## src/rtl/sync_seq_pkg.sv

```systemverilog
// rtl/sync_seq_pkg.sv - shared types and constants for the sync measurement sequencer
package sync_seq_pkg;

    typedef enum logic [2:0] {
        ST_IDLE,
        ST_DRIVE,
        ST_SETTLE,
        ST_SAMPLE,
        ST_WAIT_FIN,
        ST_REPORT,
        ST_ERR
    } state_t;

    localparam int REG_DRIVE_LEN  = 0;
    localparam int REG_SETTLE_LEN = 1;
    localparam int REG_WINDOW_LEN = 2;
    localparam int REG_TIMEOUT    = 3;
    localparam int REG_CTRL       = 4;
    localparam int REG_STATUS     = 5;

    localparam int CTRL_AUTO_BIT  = 0;
    localparam int CTRL_POL_BIT   = 1;

    localparam int STAT_BUSY_BIT  = 0;
    localparam int STAT_ERR_BIT   = 1;
    localparam int STAT_DONE_BIT  = 2;

endpackage

```

## src/rtl/sync_seq_regs.sv

```systemverilog
// rtl/sync_seq_regs.sv - config register file, read mux and STATUS clear-on-read (SYNC_SEQ_AUTORERUN_EN)
module sync_seq_regs
    import sync_seq_pkg::*;
#(
    parameter int DATA_W = 16,
    parameter int ADDR_W = 3
) (
    input  logic              clk,
    input  logic              rst,
    input  logic [DATA_W-1:0] cfg_data_in,
    input  logic [ADDR_W-1:0] cfg_addr,
    input  logic              cfg_r,
    input  logic              cfg_w,
    output logic [DATA_W-1:0] cfg_data_out,
    input  logic              busy,
    input  logic              set_done,
    input  logic              set_err,
    output logic [DATA_W-1:0] drive_len,
    output logic [DATA_W-1:0] settle_len,
    output logic [DATA_W-1:0] window_len,
    output logic [DATA_W-1:0] timeout,
    output logic              ctrl_auto,
    output logic              ctrl_pol
);

    logic              stat_done;
    logic              stat_err;
    logic              status_rd;
    logic [DATA_W-1:0] rd_mux;

    assign status_rd = cfg_r && (cfg_addr == ADDR_W'(REG_STATUS));

    always_comb begin
        rd_mux = '0;
        case (cfg_addr)
            ADDR_W'(REG_DRIVE_LEN):  rd_mux = drive_len;
            ADDR_W'(REG_SETTLE_LEN): rd_mux = settle_len;
            ADDR_W'(REG_WINDOW_LEN): rd_mux = window_len;
            ADDR_W'(REG_TIMEOUT):    rd_mux = timeout;
            ADDR_W'(REG_CTRL): begin
                rd_mux[CTRL_AUTO_BIT] = ctrl_auto;
                rd_mux[CTRL_POL_BIT]  = ctrl_pol;
            end
            ADDR_W'(REG_STATUS): begin
                rd_mux[STAT_BUSY_BIT] = busy;
                rd_mux[STAT_ERR_BIT]  = stat_err;
                rd_mux[STAT_DONE_BIT] = stat_done;
            end
            default: rd_mux = '0;
        endcase
    end

    always_ff @(posedge clk) begin
        if (rst) begin
            drive_len    <= '0;
            settle_len   <= '0;
            window_len   <= '0;
            timeout      <= '0;
            ctrl_auto    <= 1'b0;
            ctrl_pol     <= 1'b0;
            stat_done    <= 1'b0;
            stat_err     <= 1'b0;
            cfg_data_out <= '0;
        end else begin
            // rd_mux sees pre-write values, so a same-cycle write is not visible here
            if (cfg_r) begin
                cfg_data_out <= rd_mux;
            end
            if (cfg_w) begin
                case (cfg_addr)
                    ADDR_W'(REG_DRIVE_LEN):  if (!busy) drive_len  <= cfg_data_in;
                    ADDR_W'(REG_SETTLE_LEN): if (!busy) settle_len <= cfg_data_in;
                    ADDR_W'(REG_WINDOW_LEN): if (!busy) window_len <= cfg_data_in;
                    ADDR_W'(REG_TIMEOUT):    if (!busy) timeout    <= cfg_data_in;
                    ADDR_W'(REG_CTRL): begin
                        if (!busy) begin
                            ctrl_auto <= cfg_data_in[CTRL_AUTO_BIT];
                            ctrl_pol  <= cfg_data_in[CTRL_POL_BIT];
                        end
`ifdef SYNC_SEQ_AUTORERUN_EN
                        // while running, only stopping the re-run loop is permitted
                        else if (!cfg_data_in[CTRL_AUTO_BIT]) begin
                            ctrl_auto <= 1'b0;
                        end
`endif
                    end
                    default: ;
                endcase
            end
            // a new event in the same cycle as a clearing read is kept
            stat_done <= (stat_done && !status_rd) || set_done;
            stat_err  <= (stat_err  && !status_rd) || set_err;
        end
    end

endmodule

```

## src/rtl/sync_seq_ctrl.sv

```systemverilog
// rtl/sync_seq_ctrl.sv - drive/settle/sample/wait measurement sequencer (SYNC_SEQ_AUTORERUN_EN: auto re-run)
module sync_seq_ctrl
    import sync_seq_pkg::*;
#(
    parameter int DATA_W = 16,
    parameter int ADDR_W = 3,
    parameter int CNT_W  = 16
) (
    input  logic              clk,
    input  logic              rst,
    input  logic              top_syncseq_start,
    input  logic [DATA_W-1:0] top_syncseq_cfg_data_in,
    input  logic [ADDR_W-1:0] top_syncseq_cfg_addr,
    input  logic              top_syncseq_cfg_r,
    input  logic              top_syncseq_cfg_w,
    output logic [DATA_W-1:0] syncseq_top_cfg_data_out,
    input  logic              thcomptop_syncseq_finish,
    input  logic [DATA_W-1:0] thcomptop_syncseq_result,
    output logic              syncseq_samplertop_en,
    output logic              syncseq_top_start_data,
    output logic [DATA_W-1:0] syncseq_top_data,
    output logic              syncseq_top_busy,
    output logic              drive_oe,
    output logic              drive_out,
    output logic              sense_oe
);

    state_t            state, state_nxt;
    logic [CNT_W-1:0]  cnt, cnt_nxt;
    logic [DATA_W-1:0] drive_len, settle_len, window_len, timeout;
    logic              ctrl_auto, ctrl_pol;
    logic              auto_rerun;
    logic [CNT_W-1:0]  timeout_c;

    assign timeout_c = timeout[CNT_W-1:0];

`ifdef SYNC_SEQ_AUTORERUN_EN
    assign auto_rerun = ctrl_auto;
`else
    // the auto bit is kept for readback only
    assign auto_rerun = ctrl_auto & 1'b0;
`endif

    // phases count down to 0; a programmed length of 0 behaves as 1 cycle
    function automatic logic [CNT_W-1:0] load_val(input logic [DATA_W-1:0] len);
        logic [CNT_W-1:0] l;
        l = len[CNT_W-1:0];
        return (l == '0) ? '0 : l - CNT_W'(1);
    endfunction

    sync_seq_regs #(.DATA_W(DATA_W), .ADDR_W(ADDR_W)) u_regs (
        .clk          (clk),
        .rst          (rst),
        .cfg_data_in  (top_syncseq_cfg_data_in),
        .cfg_addr     (top_syncseq_cfg_addr),
        .cfg_r        (top_syncseq_cfg_r),
        .cfg_w        (top_syncseq_cfg_w),
        .cfg_data_out (syncseq_top_cfg_data_out),
        .busy         (syncseq_top_busy),
        .set_done     (state == ST_REPORT),
        .set_err      (state == ST_ERR),
        .drive_len    (drive_len),
        .settle_len   (settle_len),
        .window_len   (window_len),
        .timeout      (timeout),
        .ctrl_auto    (ctrl_auto),
        .ctrl_pol     (ctrl_pol)
    );

    always_ff @(posedge clk) begin
        if (rst) begin
            state            <= ST_IDLE;
            cnt              <= '0;
            syncseq_top_data <= '0;
        end else begin
            state <= state_nxt;
            cnt   <= cnt_nxt;
            if (state == ST_WAIT_FIN && thcomptop_syncseq_finish) begin
                syncseq_top_data <= thcomptop_syncseq_result;
            end
        end
    end

    always_comb begin
        state_nxt              = state;
        cnt_nxt                = cnt;
        drive_oe               = 1'b0;
        drive_out              = 1'b0;
        syncseq_samplertop_en  = 1'b0;
        syncseq_top_start_data = 1'b0;
        syncseq_top_busy       = (state != ST_IDLE);
        case (state)
            ST_IDLE: begin
                if (top_syncseq_start) begin
                    state_nxt = ST_DRIVE;
                    cnt_nxt   = load_val(drive_len);
                end
            end
            ST_DRIVE: begin
                drive_oe  = 1'b1;
                drive_out = ctrl_pol;
                if (cnt == '0) begin
                    state_nxt = ST_SETTLE;
                    cnt_nxt   = load_val(settle_len);
                end else begin
                    cnt_nxt = cnt - CNT_W'(1);
                end
            end
            ST_SETTLE: begin
                if (cnt == '0) begin
                    state_nxt = ST_SAMPLE;
                    cnt_nxt   = load_val(window_len);
                end else begin
                    cnt_nxt = cnt - CNT_W'(1);
                end
            end
            ST_SAMPLE: begin
                syncseq_samplertop_en = 1'b1;
                if (cnt == '0) begin
                    state_nxt = ST_WAIT_FIN;
                    cnt_nxt   = '0;
                end else begin
                    cnt_nxt = cnt - CNT_W'(1);
                end
            end
            ST_WAIT_FIN: begin
                // finish has priority over a timeout landing in the same cycle
                if (thcomptop_syncseq_finish) begin
                    state_nxt = ST_REPORT;
                end else if (timeout_c != '0 && cnt == timeout_c - CNT_W'(1)) begin
                    state_nxt = ST_ERR;
                end else begin
                    cnt_nxt = cnt + CNT_W'(1);
                end
            end
            ST_REPORT, ST_ERR: begin
                syncseq_top_start_data = (state == ST_REPORT);
                state_nxt = ST_IDLE;
                if (auto_rerun) begin
                    state_nxt = ST_DRIVE;
                    cnt_nxt   = load_val(drive_len);
                end
            end
            default: state_nxt = ST_IDLE;
        endcase
    end

    assign sense_oe = 1'b0;

endmodule

```

## config.mk

```make
export PLATFORM = sky130hd
export DESIGN_NAME = sync_seq_ctrl
export DESIGN_NICKNAME = d
export VERILOG_FILES = /design/src/rtl/sync_seq_pkg.sv /design/src/rtl/sync_seq_regs.sv /design/src/rtl/sync_seq_ctrl.sv
export SDC_FILE = /design/constraint.sdc
export NUM_CORES = 1
export LEC_CHECK = 0
export ABC_AREA = 1
export CAP_MARGIN = 5
export CORE_UTILIZATION = 60
export DETAILED_ROUTE_END_ITERATION = 16
export MAX_ROUTING_LAYER = met4
export PLACE_DENSITY = 0.81
export SKIP_LAST_GASP = 1
export SYNTH_ARGS = -nofsm -noshare
export SYNTH_HDL_FRONTEND = slang
export SYNTH_HIERARCHICAL = 1
export SYNTH_SLANG_ARGS = --single-unit
export TNS_END_PERCENT = 1
```

## constraint.sdc

```tcl
create_clock -name clk -period 2.9 [get_ports clk]
set_input_delay 0.29 -clock clk [delete_from_list [all_inputs] [get_ports clk]]
set_output_delay 0.29 -clock clk [all_outputs]
set_load 0.05 [all_outputs]
```

== After elaboration in Yosys (flattened, before gate mapping) ==
Index checks and enable logic that the tools add are counted.

* Register bits after elaboration: 119
* Latch bits: 0
* Bits in writable memories: 0
* Bits in read-only memories: 0
* Output and inout bits: 38
* Word-level logic and storage cells: 87
* Memories: 0

* Add/sub/neg operators: 6
* Multipliers: 0
* Divide/modulo/power cells: 0
* Magnitude comparators: 0
* Equal/unequal tests: 19
* Shift operators: 0
* Mux-type cells: 24
* Bitwise operators: 1
* Reductions and logical operators: 25

{| class="wikitable"
|+ Operator list
! operator !! number
|-
| $mux W16 || 9
|-
| $pmux W16 S5 || 1
|-
| $sub A16 B1 Y16 const B || 5
|-
| $logic_not A16 Y1 || 4
|-
| $pmux W13 S4 || 1
|-
| $mux W3 || 6
|-
| $add A16 B1 Y16 const B || 1
|-
| $eq A16 B16 Y1 || 1
|-
| $reduce_bool A16 Y1 || 1
|-
| $eq A3 B3 Y1 const B || 5
|-
| $pmux W3 S5 || 1
|-
| $reduce_and A3 Y1 || 5
|-
| $eq A3 B2 Y1 const B || 4
|-
| $ne A2 B2 Y1 const B || 6
|-
| $pmux W2 S6 || 1
|-
| $eq A3 B1 Y1 const B || 2
|-
| $logic_not A3 Y1 || 2
|-
| $logic_and A1 B1 Y1 || 5
|-
| $pmux W1 S5 || 1
|-
| $reduce_and A5 Y1 || 1
|-
| $reduce_bool A5 Y1 || 1
|-
| $mux W1 || 4
|-
| $reduce_and A4 Y1 || 1
|-
| $ne A3 B2 Y1 const B || 1
|-
| other kinds (5) || 6
|}

== Longest topological paths before layout ==
Gate-level depths: netlist (run 1).

* Word-level depth: 6
* Gate-level depth with buffers: 16

== Cells and area by module ==
The synthesis (run 1) kept the hierarchy.

{| class="wikitable"
|+ By module, submodules not included
! module !! instances !! cells each !! area each (sq um)
|-
| sync_seq_ctrl || 1 || 870 || 4,770.8
|-
| sync_seq_regs || 1 || 497 || 3,704.8
|}

== Worst setup path after synthesis (run 1) ==
No wires, ideal clock.

* Path kind: flip-flop to flip-flop
* Start point: reg state[0]
* End point: reg cnt[0]
* Arrival time: 2.227 ns
* Required time: 2.836 ns
* Setup slack: 0.609 ns
* Cell stages (with the launch flop): 9
* Cells stage by stage: dfxtp_1 inv_1 nor3_1 nand3_1 o21ai_0 nor3_1 nand3_2 nand2_1 nor2_1

* Word-level cells in the longest chain between the ends: 3
* Elaborated cells on any way between the ends: 11

{| class="wikitable"
|+ Ends and longest elaborated chain
! element !! line !! RTL
|-
| from (decl) || sync_seq_ctrl.sv:28 || <nowiki>state_t state, state_nxt;</nowiki>
|-
| from (signal assigned) || sync_seq_ctrl.sv:76 || <nowiki>state <= state_nxt;</nowiki>
|-
| $eq A3 B3 Y1, or another cell as far along || sync_seq_ctrl.sv:92 || <nowiki>case (state)</nowiki>
|-
| $reduce_bool A5 Y1 (no source line) / $ne A2 B2 Y1 (equally long branches) || n/a ||
|-
| $reduce_and A4 Y1 (no source line) || n/a ||
|-
| to (signal assigned) || sync_seq_ctrl.sv:77 || <nowiki>cnt <= cnt_nxt;</nowiki>
|-
| to (decl) || sync_seq_ctrl.sv:29 || <nowiki>logic [CNT_W-1:0] cnt, cnt_nxt;</nowiki>
|}

Several ways; a longest one is shown, not always the timed one.
A chain may end at the register's enable or synchronous reset.

== Worst setup path after layout (run 1) ==
* Start point: reg state[2]
* End point: out syncseq_top_start_data

* Word-level cells in the longest chain between the ends: 3
* Elaborated cells on any way between the ends: 4

{| class="wikitable"
|+ Ends and longest elaborated chain
! element !! line !! RTL
|-
| $eq A3 B3 Y1 (on tied branches) || sync_seq_ctrl.sv:92, sync_seq_ctrl.sv:137 ||
|-
| $reduce_or A2 Y1 || sync_seq_ctrl.sv:92 ||
|-
| $mux W1 * || sync_seq_ctrl.sv:92 ||
|-
| to (decl) || sync_seq_ctrl.sv:20 || <nowiki>output logic syncseq_top_start_data,</nowiki>
|}

Every way passes the cells marked *; elsewhere a longest branch is shown, timed or not.

==> results of run 1 <==
[critical path: cells and delay by family, from the launching register on]
family | cells | cell delay [ns]
AND/OR/NAND/NOR | 1 | 0.38
flip-flops | 1 | 0.55
buffers and inverters | 2 | 1.06
[routing by layer]
layer | routed length (microns) | part of all wire (%) | global-route usage, %
met3 | 2804 | 9.8 | 7.660
met5 | 0 | 0 | -
met4 | 1321 | 4.6 | 21.60
met1 | 11710 | 41 | 51.73
met2 | 12910 | 45 | 64.00
[synth_stat cells (all sizes together), types with 17 or more instances]
| master | count | area share (%) |
|---|---|---|
| clkbuf | 22 | 0.99 |
| buf | 32 | 2.7 |
| nand4 | 24 | 2.0 |
| a21oi | 121 | 7.2 |
| nor2 | 195 | 9.9 |
| nor3 | 17 | 1.0 |
| nand2 | 363 | 17 |
| xor2 | 35 | 3.6 |
| a211oi | 26 | 3.0 |
| nand3 | 157 | 9.9 |
| o21ai | 47 | 2.9 |
| inv | 161 | 7.2 |
| dfxtp | 119 | 28 |
[flip-flops by register name, indices dropped and copies added, names as in the netlist]
signal and count:
cnt 16, syncseq_top_data 16, u_regs/cfg_data_out 16, u_regs/drive_len 16, u_regs/settle_len 16, u_regs/timeout 16, u_regs/window_len 16, state 3
u_regs/ctrl_auto 1, u_regs/ctrl_pol 1, u_regs/stat_done 1, u_regs/stat_err 1
[logic make-up after synthesis]
group / count (synthesis)
simple gates: 770
other cells: 1
compound gates: 206
xor+xnor: 46
flops: 119
fa+ha+maj: 9
buf+inv: 216
[cell type report]
class / count / area (sq um)
well taps: 180 / 225.2
clock buffers: 18 / 429.2
clock inverters: 14 / 175.2
flip-flops and latches: 119 / 2382
inverters: 162 / 611.8
fillers: 1186 / 3830
repair buffers: 107 / 1006
multi-input cells: 1032 / 5167
[metrics by stage]
| stage | hold WS, ns | power (uW) | std cells | setup slack, ns | util (%) |
|---|---|---|---|---|---|
| finish | 0.3073 | 8856 | 1632 | 0.1881 | 72.30 |
| global route | 0.3324 | 9384 | 1632 | 0.05737 | 72.30 |
| CTS | 0.3025 | 8738 | 1632 | 0.2277 | 72.30 |
| detailed placement | 0.4538 | 6550 | 1600 | 0.4395 | 67.93 |
| global placement | 0.4479 | 6543 | 1600 | 0.4800 | 67.93 |
| floorplan | 0.4327 | 5302 | 1367 | 0.6092 | - |
[power groups by stage]
stage	Sequential, uW	Clock [uW]	Combinational (uW)
finish	2130	2180	4550
global route	2140	2240	5000
global placement	2150	0	4390
CTS	2120	2180	4440
floorplan	2090	0	3210
detailed placement	2150	0	4400
[worst min-delay path by stage]
stage / start / endpoint / slack (ns) / cells after the start
after floorplan: top_syncseq_cfg_data_in[10] / u_regs/window_len[10] / 0.43 / 2
after global placement: syncseq_top_data[10] / syncseq_top_data[10] / 0.45 / 2
after detailed placement: syncseq_top_data[13] / syncseq_top_data[13] / 0.45 / 2
after CTS: rst / u_regs/stat_done / 0.30 / 2
after global routing: rst / u_regs/stat_done / 0.33 / 2
final: rst / u_regs/stat_done / 0.31 / 2
==> impl_summary.log, run 1 <==
[metrics] result of the run: finished clean
[metrics] clock transition at the registers of the reported paths: 0.05 ns
[metrics] number of I/O port buffers: 77
[metrics] Post-Synth XOR/XNOR Area: 4.753%
[metrics] compound-gate portion of the synthesized area: 14.08%
[metrics] number of enable flip-flop cells after synthesis: 0
[metrics] cells traversed along the worst timing path: inv_1, nor3_1, clkdlybuf4s50_1
[metrics] cell area reported after detailed placement: 9393 sq um
[metrics] total nets after synthesis: 1417
[metrics] Max-Cap Viols: 0
[metrics] CTS Buf Count: 17
[metrics] part of the total power dissipated in sequential elements: 24.0%
[metrics] main flop type after synthesis: sky130_fd_sc_hd__dfxtp_1
[metrics] unrepaired setup endpoints after global routing: no
[metrics] Worst IR Drop VDD: 0.4517 mV
[metrics] aggregate negative setup slack: 0 ns
[metrics] P&R area growth vs syn: 17.95%
[metrics] post-route design area: 9997 sq um
[metrics] final antenna-violating net count: 0
[metrics] internal power: 4729 uW
[metrics] largest family of logic cells by synthesized area: simple AND/OR/NAND/NOR gates
[metrics] post-DP HPWL: 21.97 mm
[metrics] Adder-Cell Fraction of Synth Area: 1.329%
[metrics] worst path required time: 2.61 ns
[metrics] hold-fix buffer count after cts: 0
[metrics] CP Launch Type: flip-flop
[metrics] reg-to-reg slack, setup: 0.38 ns
[metrics] latest clock arrival within the worst-skew pair: 0.43 ns
[metrics] antenna violations before repair: 0
[metrics] period utilization: 93.51%
[metrics] DR WL/cell: 17.61 microns
[metrics] WS Path Type: reg -> out
[metrics] net switching power of the design: 4127 uW
[metrics] slowest cell delay on critical path: 0.88 ns
[metrics] number of endpoints failing setup at the final stage: 0
[metrics] final hold vios: 0
[metrics] number of distinct library cell variants in the gate-level netlist after synthesis: 45
[metrics] share of synthesized cell area in and, or, nand and nor gates: 40.76%
[metrics] count of TritonRoute iterations in the first routing pass: 7
[metrics] number of top-level pins: 79
[metrics] shortest clock period the worst path allows after layout: 2.712 ns
[metrics] Hold Path Class: in -> reg
[metrics] effective utilization at floorplan: 61.30%
[metrics] count of inserted antenna diode cells: 0
[metrics] leading cell type in the layout, fill and taps excluded: sky130_fd_sc_hd__nand2_1
[metrics] drt initial violations: 926
[metrics] via count: 9437
[metrics] average footprint of a synthesized cell: 6.200 sq um
[metrics] DRC: 0
[metrics] clock tree root buffer cell: sky130_fd_sc_hd__clkbuf_16
[metrics] worst-path maximum fanout: 6
[metrics] proportion of layout cells with a drive suffix above 1: 9.642%
[metrics] Congestion Overflow GR: 0
[metrics] share of cell area taken by muxes after synthesis: 0%
[metrics] final weighted congestion of routability-driven global placement: 1.029
[metrics] overall fraction of global-route tracks in use: 41.51%
[metrics] commonest cells after routing, fill and taps aside: sky130_fd_sc_hd__nand2_1, sky130_fd_sc_hd__nor2_1, sky130_fd_sc_hd__nand3_1
[metrics] area inside the core boundary: 13830 sq um
[metrics] CP endpoint kind: primary output
[metrics] Worst Path Arrival: 2.42 ns
[metrics] number of H-tree levels: 4
[metrics] clock tree from TritonCTS: built
[metrics] origin of the critical flop-to-flop path: u_regs/drive_len[0]
[metrics] via-per-instance ratio: 5.782
[metrics] upper clock frequency limit: 368.7 MHz
[metrics] mapped cell area: 8476 sq um
[metrics] total number of placement rows: 43
[metrics] proportion of synthesized flip-flops having asynchronous set or reset: 0%
[metrics] startpoint of the worst setup timing path: state[2]
[metrics] Critical Path End: syncseq_top_start_data
[metrics] Syn. warnings: 6
[metrics] synthesized instance count: 1367
[metrics] number of setup buffers added after CTS: 0
[metrics] Die Ht: 120.9 microns
[metrics] Crit-path slowest cell: sky130_fd_sc_hd__clkdlybuf4s50_1
[metrics] Net Sw Frac: 46.60%
[metrics] end of the worst register-to-register path: cnt[6]
[metrics] die area: 14610 sq um
[metrics] vias in the first global route: 8551
[metrics] power per standard cell area: 885.8 nW/um^2
[metrics] buffers from clock root to sink, at most: 2
[metrics] Relative slew margins: 41.58%
[metrics] CTS sink cnt: 119
[metrics] fraction of the yosys area taken by sequential cells: 28.11%
[metrics] DRT Wirelength: 28.75 mm
[metrics] wire length of the first global-routing pass: 45.46 mm
[metrics] worst setup skew after layout: 0.01034 ns
[metrics] Synth Register Bits: 119
[metrics] slew at the pin closest to its max-slew limit: 0.8753 ns
[metrics] nets@finish: 1489
[metrics] max-slew violation count: 0
[metrics] maximum number of pins on one net before global-route repair: 61
[metrics] depth of the most critical reg-to-reg path: 11
[metrics] clock network fraction of design power: 24.6%
[metrics] power share of the combinational group: 51.4%
[metrics] total of cells resized after clock tree synthesis: 0
[metrics] horizontal die dimension: 120.9 microns
[metrics] leakage power summed over all cells: 0.004306 uW
Power figures use the tool's default switching activity.
==> run 2: changes to the inputs <==
- CORE_UTILIZATION: 60 -> 63
- PLACE_DENSITY: 0.81 -> 0.84
==> run 2 against run 1 <==
  * Worst hold slack worse by 0.23 ns
  * Final area is 0.36% lower
  * Via count is 2.0% higher
  * Register-to-register slack hardly changed
  * Clock skew is 0.0025 ns higher
  * Largest cell class unchanged
  * Final cell count is 0.55% lower
  * Wire length is 0.11% higher
  * First-iteration DRC count is 32% higher
  * Sequential cell count stayed put
  * Clock power is 2% lower
  * Utilization is 3.2 points higher
==> impl_summary.log, run 2 (synthesis gave the netlist of run 1 again) <==
[metrics] period utilization: 87.15%
[metrics] clock network fraction of design power: 24.1%
[metrics] shortest clock period the worst path allows after layout: 2.527 ns
[metrics] antenna violations before repair: 0
[metrics] vias in the first global route: 8891
[metrics] leading cell type in the layout, fill and taps excluded: sky130_fd_sc_hd__nand2_1
[metrics] leakage power summed over all cells: 0.004288 uW
[metrics] commonest cells after routing, fill and taps aside: sky130_fd_sc_hd__nand2_1, sky130_fd_sc_hd__nor2_1, sky130_fd_sc_hd__nand3_1
[metrics] WS Path Type: reg -> reg
[metrics] area inside the core boundary: 13190 sq um
[metrics] latest clock arrival within the worst-skew pair: 0.43 ns
[metrics] Congestion Overflow GR: 0
[metrics] Net Sw Frac: 46.79%
[metrics] via-per-instance ratio: 5.930
[metrics] wire length of the first global-routing pass: 45.21 mm
[metrics] total of cells resized after clock tree synthesis: 0
[metrics] DRC: 0
[metrics] number of top-level pins: 79
[metrics] count of TritonRoute iterations in the first routing pass: 7
[metrics] cells traversed along the worst timing path: inv_2, ha_1, inv_1, nand2_1, nand2_1, nand2_1, nor2_1, nand3_1, nor2_1, nand3_1, nor2_2, nand4_4, nand2_2, nand2_1, nand2_1, nor2_1
[metrics] Worst Hold Path Cells: 2
[metrics] result of the run: finished clean
[metrics] drt initial violations: 1219
[metrics] DRT Wirelength: 28.78 mm
[metrics] origin of the critical flop-to-flop path: u_regs/timeout[0]
[metrics] worst setup skew after layout: 0.01280 ns
[metrics] nets@finish: 1485
[metrics] worst path required time: 3.21 ns
[metrics] sequential standard cell area: 2382 sq um
[metrics] final weighted congestion of routability-driven global placement: 1.105
[metrics] depth of the most critical reg-to-reg path: 16
[metrics] clock tree from TritonCTS: built
[metrics] clock tree root buffer cell: sky130_fd_sc_hd__clkbuf_16
[metrics] post-layout utilization of the core: 75.52%
[metrics] PnR worst setup slack: 0.3727 ns
[metrics] Max-Cap Viols: 0
[metrics] number of endpoints failing setup at the final stage: 0
[metrics] post-place setup slack: 0.3800 ns
[metrics] slowest cell delay on critical path: 0.40 ns
[metrics] reg-to-reg slack, setup: 0.37 ns
[metrics] CTS sink cnt: 119
[metrics] power per standard cell area: 886.6 nW/um^2
[metrics] Top cell by count, worst path: sky130_fd_sc_hd__nand2_1
[metrics] number of I/O port buffers: 77
[metrics] end of the worst register-to-register path: cnt[15]
[metrics] slew at the pin closest to its max-slew limit: 0.8351 ns
[metrics] internal power: 4699 uW
[metrics] maximum number of pins on one net before global-route repair: 103
[metrics] post-DP HPWL: 21.54 mm
[metrics] Crit-path slowest cell: sky130_fd_sc_hd__dfxtp_1
[metrics] effective utilization at floorplan: 64.26%
[metrics] buffers from clock root to sink, at most: 2
[metrics] CP Launch Type: flip-flop
[metrics] start point of the worst min-delay path: rst
[metrics] die area: 13920 sq um
[metrics] CTS Buf Count: 17
[metrics] max-slew violation count: 0
[metrics] unrepaired setup endpoints after global routing: no
[metrics] hold-fix buffer count after cts: 0
[metrics] Worst IR Drop VDD: 0.5135 mV
[metrics] Die Ht: 118.0 microns
[metrics] Worst Path Arrival: 2.84 ns
[metrics] number of H-tree levels: 4
[metrics] power share of the combinational group: 51.7%
[metrics] WHS Endpoint: syncseq_top_data[3]
[metrics] final hold vios: 0
[metrics] Hold Path Class: in -> reg
[metrics] clock transition at the registers of the reported paths: 0.06 ns
[metrics] number of setup buffers added after CTS: 0
[metrics] total number of placement rows: 42
[metrics] aggregate negative setup slack: 0 ns
[metrics] Final Total Pwr: 8831 uW
[metrics] Hold WS: 0.07481 ns
[metrics] CP endpoint kind: flip-flop
[metrics] upper clock frequency limit: 395.7 MHz
[metrics] net switching power of the design: 4132 uW
[metrics] proportion of layout cells with a drive suffix above 1: 9.399%
[metrics] DR WL/cell: 17.73 microns
[metrics] horizontal die dimension: 118.0 microns
[metrics] overall fraction of global-route tracks in use: 42.69%
[metrics] Relative slew margins: 44.32%
[metrics] P&R area growth vs syn: 17.52%
[metrics] filler instances: 1078
[metrics] worst-path maximum fanout: 25
[metrics] via count: 9625
[metrics] final antenna-violating net count: 0
[metrics] count of inserted antenna diode cells: 0
[metrics] total area of multi-input combinational cells: 5175 sq um
[metrics] part of the total power dissipated in sequential elements: 24.3%
## run 2: cell types whose count changed in the layout (fill, tap and decap cells not counted), sizes merged
| cell | before | now |
|---|---|---|
| clkbuf | 18 | 19 |
| bufinv | 3 | 2 |
| inv | 163 | 166 |
| clkinv | 7 | 3 |
| buf | 31 | 27 |
## run 2: worst max-delay path by stage
stage	start	endpoint	slack, ns	cells past startpoint
2_1_floorplan	state[0]	cnt[0]	0.61	8
3_3_place_gp	u_regs/drive_len[0]	cnt[11]	0.47	13
3_5_place_dp	u_regs/drive_len[0]	cnt[11]	0.38	13
4_1_cts	u_regs/drive_len[0]	cnt[11]	0.36	13
5_1_grt	u_regs/drive_len[0]	cnt[11]	0.13	13
6_report	u_regs/timeout[0]	cnt[15]	0.37	16
## run 2: critical path: cells and delay by family, from the launching register on
kind                     cells  cell delay (ns)
AND/OR/NAND/NOR             13             1.53
flip-flops                   1             0.40
adder cells (fa/ha/maj)      1             0.32
buffers and inverters        2             0.16
## run 2: layout make-up
| type | instances | area share (%) |
|---|---|---|
| Clock buffer | 19 | 4.547 |
| Clock inverter | 12 | 1.432 |
| Inverter | 162 | 6.142 |
| Multi-Input combinational cell | 1032 | 51.95 |
| Sequential cell | 119 | 23.92 |
| Tap cell | 176 | 2.211 |
| Timing Repair Buffer | 103 | 9.798 |
## run 2: power groups by stage
stage / clock (uW) / sequential [uW] / combinational, uW
4_1_cts: 2140 / 2120 / 4430
5_1_grt: 2210 / 2150 / 4990
3_3_place_gp: 0 / 2160 / 4350
6_report: 2130 / 2140 / 4560
3_5_place_dp: 0 / 2160 / 4390
2_1_floorplan: 0 / 2090 / 3210
## run 2: through the flow
step | area (sq um) | std cells
6_report | 9961 | 1623
5_1_grt | 9961 | 1623
4_1_cts | 9953 | 1623
3_5_place_dp | 9358 | 1592
3_3_place_gp | 9358 | 1592
2_1_floorplan | 8476 | 1367
## run 2: routing by layer
metal	GRT usage (%)	wire, microns	vias to the layer above
met5	-	0	-
met4	22.04	1329	0
met3	9.157	2892	103
met2	66.54	13150	594
met1	51.82	11400	4373
li1	-	-	4555
